`config.mk`:
```
export PLATFORM = sky130hd
export DESIGN_NAME = encoder_32_to_5_stream
export DESIGN_NICKNAME = d
export VERILOG_FILES = /design/src/rtl/encoder_32_to_5_stream.sv
export SDC_FILE = /design/constraint.sdc
export NUM_CORES = 1
export LEC_CHECK = 0
export ABC_AREA = 1
export CAP_MARGIN = 30
export CORE_MARGIN = 2
export CORE_UTILIZATION = 51
export CTS_BUF_LIST = sky130_fd_sc_hd__clkbuf_2 sky130_fd_sc_hd__clkbuf_4 sky130_fd_sc_hd__clkbuf_8
export CTS_CLUSTER_SIZE = 16
export DETAILED_ROUTE_END_ITERATION = 10
export PLACE_DENSITY = 0.81
export SYNTH_ARGS = -nofsm -noshare
export SYNTH_HDL_FRONTEND = slang
export SYNTH_SLANG_ARGS = --single-unit
```
`constraint.sdc`:
```
create_clock -name clk -period 6.85 [get_ports clk]
set_input_delay 0.685 -clock clk [delete_from_list [all_inputs] [get_ports clk]]
set_output_delay 0.685 -clock clk [all_outputs]
set_load 0.1 [all_outputs]
```
`src/rtl/encoder_32_to_5_stream.sv`:
```
// encoder_32_to_5_stream: captures request strobes into a sticky pending set and
// streams out each pending index over a valid/ready handshake.
module encoder_32_to_5_stream #(
  parameter int ROUND_ROBIN = 0
) (
  input  logic        clk,
  input  logic        rst,
  input  logic        ena,
  input  logic [31:0] req,
  input  logic        ready,
  output logic        valid,
  output logic [4:0]  out,
  output logic [31:0] pending,
  output logic [5:0]  pending_count
);
  typedef enum logic {IDLE, OFFER} state_e;
  state_e      state_q, state_d;
  logic [31:0] pending_q, pending_d, clear_mask;
  logic [4:0]  out_q, out_d, last_q, last_d, start, sel, idx;
  logic [5:0]  count_q, count_d;
  logic        accept, hold, load;
  always_ff @(posedge clk or negedge rst) begin
    if (!rst) begin
      state_q   <= IDLE;
      pending_q <= '0;
      out_q     <= '0;
      last_q    <= 5'd31;
      count_q   <= '0;
    end else begin
      state_q   <= state_d;
      pending_q <= pending_d;
      out_q     <= out_d;
      last_q    <= last_d;
      count_q   <= count_d;
    end
  end
  // set wins over clear because capture is OR-ed in after the clear
  always_comb begin
    accept     = state_q == OFFER && ready;
    clear_mask = accept ? 32'd1 << out_q : '0;
    pending_d  = (pending_q & ~clear_mask) | (ena ? req : '0);
    last_d     = accept ? out_q : last_q;
    start      = ROUND_ROBIN != 0 ? last_d + 5'd1 : 5'd0;
    sel        = '0;
    idx        = '0;
    count_d    = '0;
    for (int i = 31; i >= 0; i--) begin
      idx = start + 5'(i);
      if (pending_d[idx]) sel = idx;
    end
    for (int i = 0; i < 32; i++) count_d += 6'(pending_d[i]);
  end
  always_comb begin
    hold    = state_q == OFFER && !ready;
    load    = |pending_d && !hold;
    state_d = hold || |pending_d ? OFFER : IDLE;
    out_d   = load ? sel : out_q;
  end
  always_comb begin
    valid         = state_q == OFFER;
    out           = out_q;
    pending       = pending_q;
    pending_count = count_q;
  end
endmodule

```
==> results.md, run 1 <==
- Status: finished clean
- Syn. warnings: 0
- Synth cell count leaders: nand2_1, inv_1, dfrtp_1
- CP required: 7080 ps
- P per Cell Area: 238.3 nW/µm²
- Cell with the most instances after synthesis: nand2_1
- Ranking of synthesized cells by area: dfrtp_1, fa_1, nand2_1, inv_1, nor2_1
- First-pass GRT wire length: 13,640 µm
- Synth cell types: 40
- Area Growth Syn to Fin: 30.12%
- Setup TNS: 0 ps
- Overall routed net length: 8389 µm
- Total power: 0.0009789 W
- Hpwl dp: 6853 µm
- Logic gate share of total power: 50.1%
- Filler Cell Count: 509
- 1st-pass router iterations: 4
- Fin. Hold Viols: 0
- Setup violations, final: 0
- Critical R2R Capture: pending_count[4]$_DFF_PN0_
- Area of the die: 6835 µm²
- FMAX: 167.8 MHz
- Seq pwr share: 31.8%
- Final hold slack: 346.9 ps
- PortBufs: 79
- Register bit total from synthesis: 44
- Max-cap violation count: 0
- Pleak: 1.696 nW
- CTS H-tree lvls: 2
- CTS tree: yes
- I/O pins: 80
- Sequential area share after synthesis: 34.88%
- Mapped Area: 3157 µm²
- CTS max path bufs: 2
- Peak VDD IR: 0.0003001 V
- GR Util All Layers: 27.09%
- Slew headroom: 34.02%
- Drt drc: 0
- Setup CP Type: primary input to flop
- Synthesized netlist cell count: 366
- Clock group share of total power: 18.1%
- Final Cycle Share: 87.00%
- Vias in the first global route: 2,779
- Area share of the largest cell type after synthesis: 34.88%
- Avg Inst Size Synth: 8.625 µm²
- Vias: 2,712
- Crit. End Element: flop
- Clk pin slew, worst setup/hold paths: 80 ps
- EDFF count, synth: 0
- Starting density of the core: 53.00%
- Post-synth ARST share: 100.0%
- Share of cells above drive strength 1: 10.29%
- Switch Pwr: 0.0004545 W
- Top_reg_cell synth: dfrtp_1
- Vias per cell: 5.195
- Largest net degree at the start of global routing: 33
- R2R Path Start: out[0]$_DFFE_PN0P_
- Power Internal: 0.0005244 W
- Startpoint types: primary input
- Syn_nets: 434
- CTS root buffer: clkbuf_8
- # Post-CTS Setup Buffers: 0
- CTS Sinks: 44
- Final nets: 514
- Routed Antenna Nets: 0
- Clock Latency Late Sink: 300 ps
- Core area: 5956 µm²
- Hold-fix buffer count after cts: 0
- WP data arrival: 6190 ps
- Util after Layout: 68.97%
- Worst-Margin Slew: 986.6 ps
- Count of pins over their slew limit: 0
- Worst Path Max Fanout: 12
- Initial DRC count: 221
- Class of the worst hold path: primary input to asynchronous set/reset pin
- Area of the multi-input gates: 1690 µm²
- Ant. Diodes: 0
- Resized cells post-CTS: 0
- Final min period: 5960 ps
- GPL Wtd Cong: 0.9061
- Register area: 1101 µm²
- RSZ-0062 raised after global routing: no
- FF-to-FF setup slack: 1030 ps
- FP Rows: 28
- Area leader, netlist: dfrtp_1
- Worst clock skew: 7.326 ps
- Grt ovf: 0
- Path depth of the worst reg2reg path: 20
- Initial antenna violation count: 0
- Die height: 82.68 µm
- TritonCTS buffer count: 5
- Routed wire length per instance: 16.07 µm
- Sw frac: 46.43%
- Die width: 82.68 µm
-- flip-flops by register name (all words and copies together), names as in the netlist --
register,flops
valid,1
pending,32
out,5
pending_count,6
-- critical path, stage by stage --
cell             delay, ps
clkdlybuf4s50_1        520
nand2_1                 60
nor2_1                  80
buf_4                  190
nand2_1                 70
a22oi_1                250
inv_1                  160
fa_1                   570
inv_1                   50
fa_1                   490
fa_1                   440
fa_1                   570
fa_1                   440
fa_1                   440
inv_1                   80
ha_1                   140
inv_1                   70
fa_1                   460
o21ai_0                230
xor2_1                 170
-- worst max path at each step --
stage               slack [ps]                         end  depth (start not counted)          startpoint
global placement           760  pending_count[4]$_DFF_PN0_                         20               ready
CTS                        840  pending_count[4]$_DFF_PN0_                         20               ready
global route               580  pending_count[4]$_DFF_PN0_                         20               ready
floorplan                  990  pending_count[4]$_DFF_PN0_                         21  out[0]$_DFFE_PN0P_
detailed placement         550  pending_count[4]$_DFF_PN0_                         20               ready
finish                     890  pending_count[4]$_DFF_PN0_                         20               ready
-- power by group through the flow --
stage | Clock, W | Combinational, W | Sequential [W]
after floorplan | 0 | 0.000169 | 0.000508
after global placement | 0 | 0.000481 | 0.000316
after detailed placement | 0 | 0.000492 | 0.000315
after CTS | 0.000180 | 0.000495 | 0.000311
after global routing | 0.000188 | 0.000523 | 0.000314
final | 0.000178 | 0.000490 | 0.000311
-- per-stage QoR --
stage	worst slack (ps)	area, µm²	cells
floorplan	993.8	3157	366
global placement	758.4	3983	513
detailed placement	553.8	4010	514
CTS	840.0	4108	522
global route	580.5	4108	522
finish	890.2	4108	522
-- logic make-up after synthesis --
kind of cell	after synthesis	share of synthesized area [%]
AOI/OAI and AO/OA	44	12.33
xor gates and xnor gates	3	0.8325
adders and majority gates	32	18.39
buffers and inverters	83	11.57
DFF	44	34.88
and+or+nand+nor	160	22.00
-- per-layer routing --
layer  GRT usage [%]  up-vias  part of all wire (%)
li1                -     1289                     -
met1           36.14     1290                    42
met2           45.00      112                    49
met3           4.130       21                   6.3
met4           9.672        0                   2.5
met5               0        -                     0
-- final cells by class --
cell class / instances / area share, %
multi-input cells: 239 / 41.15
repair buffers: 82 / 20.47
clock buffers: 8 / 2.376
flip-flops and latches: 44 / 26.80
well taps: 75 / 2.284
inverters: 74 / 6.914
-- cells in the final DEF, fill, tap and decap left out, types with 2 or more instances in the layout --
master and count:
nor2_2 3, clkbuf_8 6, clkbuf_4 2, nand3_2 4
clkdlybuf4s50_1 78, nor2_1 31, a22oi_1 6, inv_1 66
a21oi_1 3, nand3_1 7, xor2_1 2, nor4_1 4
a22oi_4 4, nand2_1 102, o21ai_0 10, dfrtp_1 44
o21ai_1 4, inv_2 5, fa_1 24, nand4_1 3
ha_1 8, inv_4 2, o21a_1 2, a22oi_2 7
(Power assumes the default switching activity.)
==> inputs of run 2 (changes only) <==
--- a/config.mk
+++ b/config.mk
@@ -12,6 +12,7 @@
 export CTS_BUF_LIST = sky130_fd_sc_hd__clkbuf_2 sky130_fd_sc_hd__clkbuf_4 sky130_fd_sc_hd__clkbuf_8
 export CTS_CLUSTER_SIZE = 16
 export DETAILED_ROUTE_END_ITERATION = 10
+export GPL_ROUTABILITY_DRIVEN = 1
 export PLACE_DENSITY = 0.81
 export SYNTH_ARGS = -nofsm -noshare
 export SYNTH_HDL_FRONTEND = slang
==> results of run 2 <==
Same layout as run 1: the final DEF is identical, and so are final timing and power.
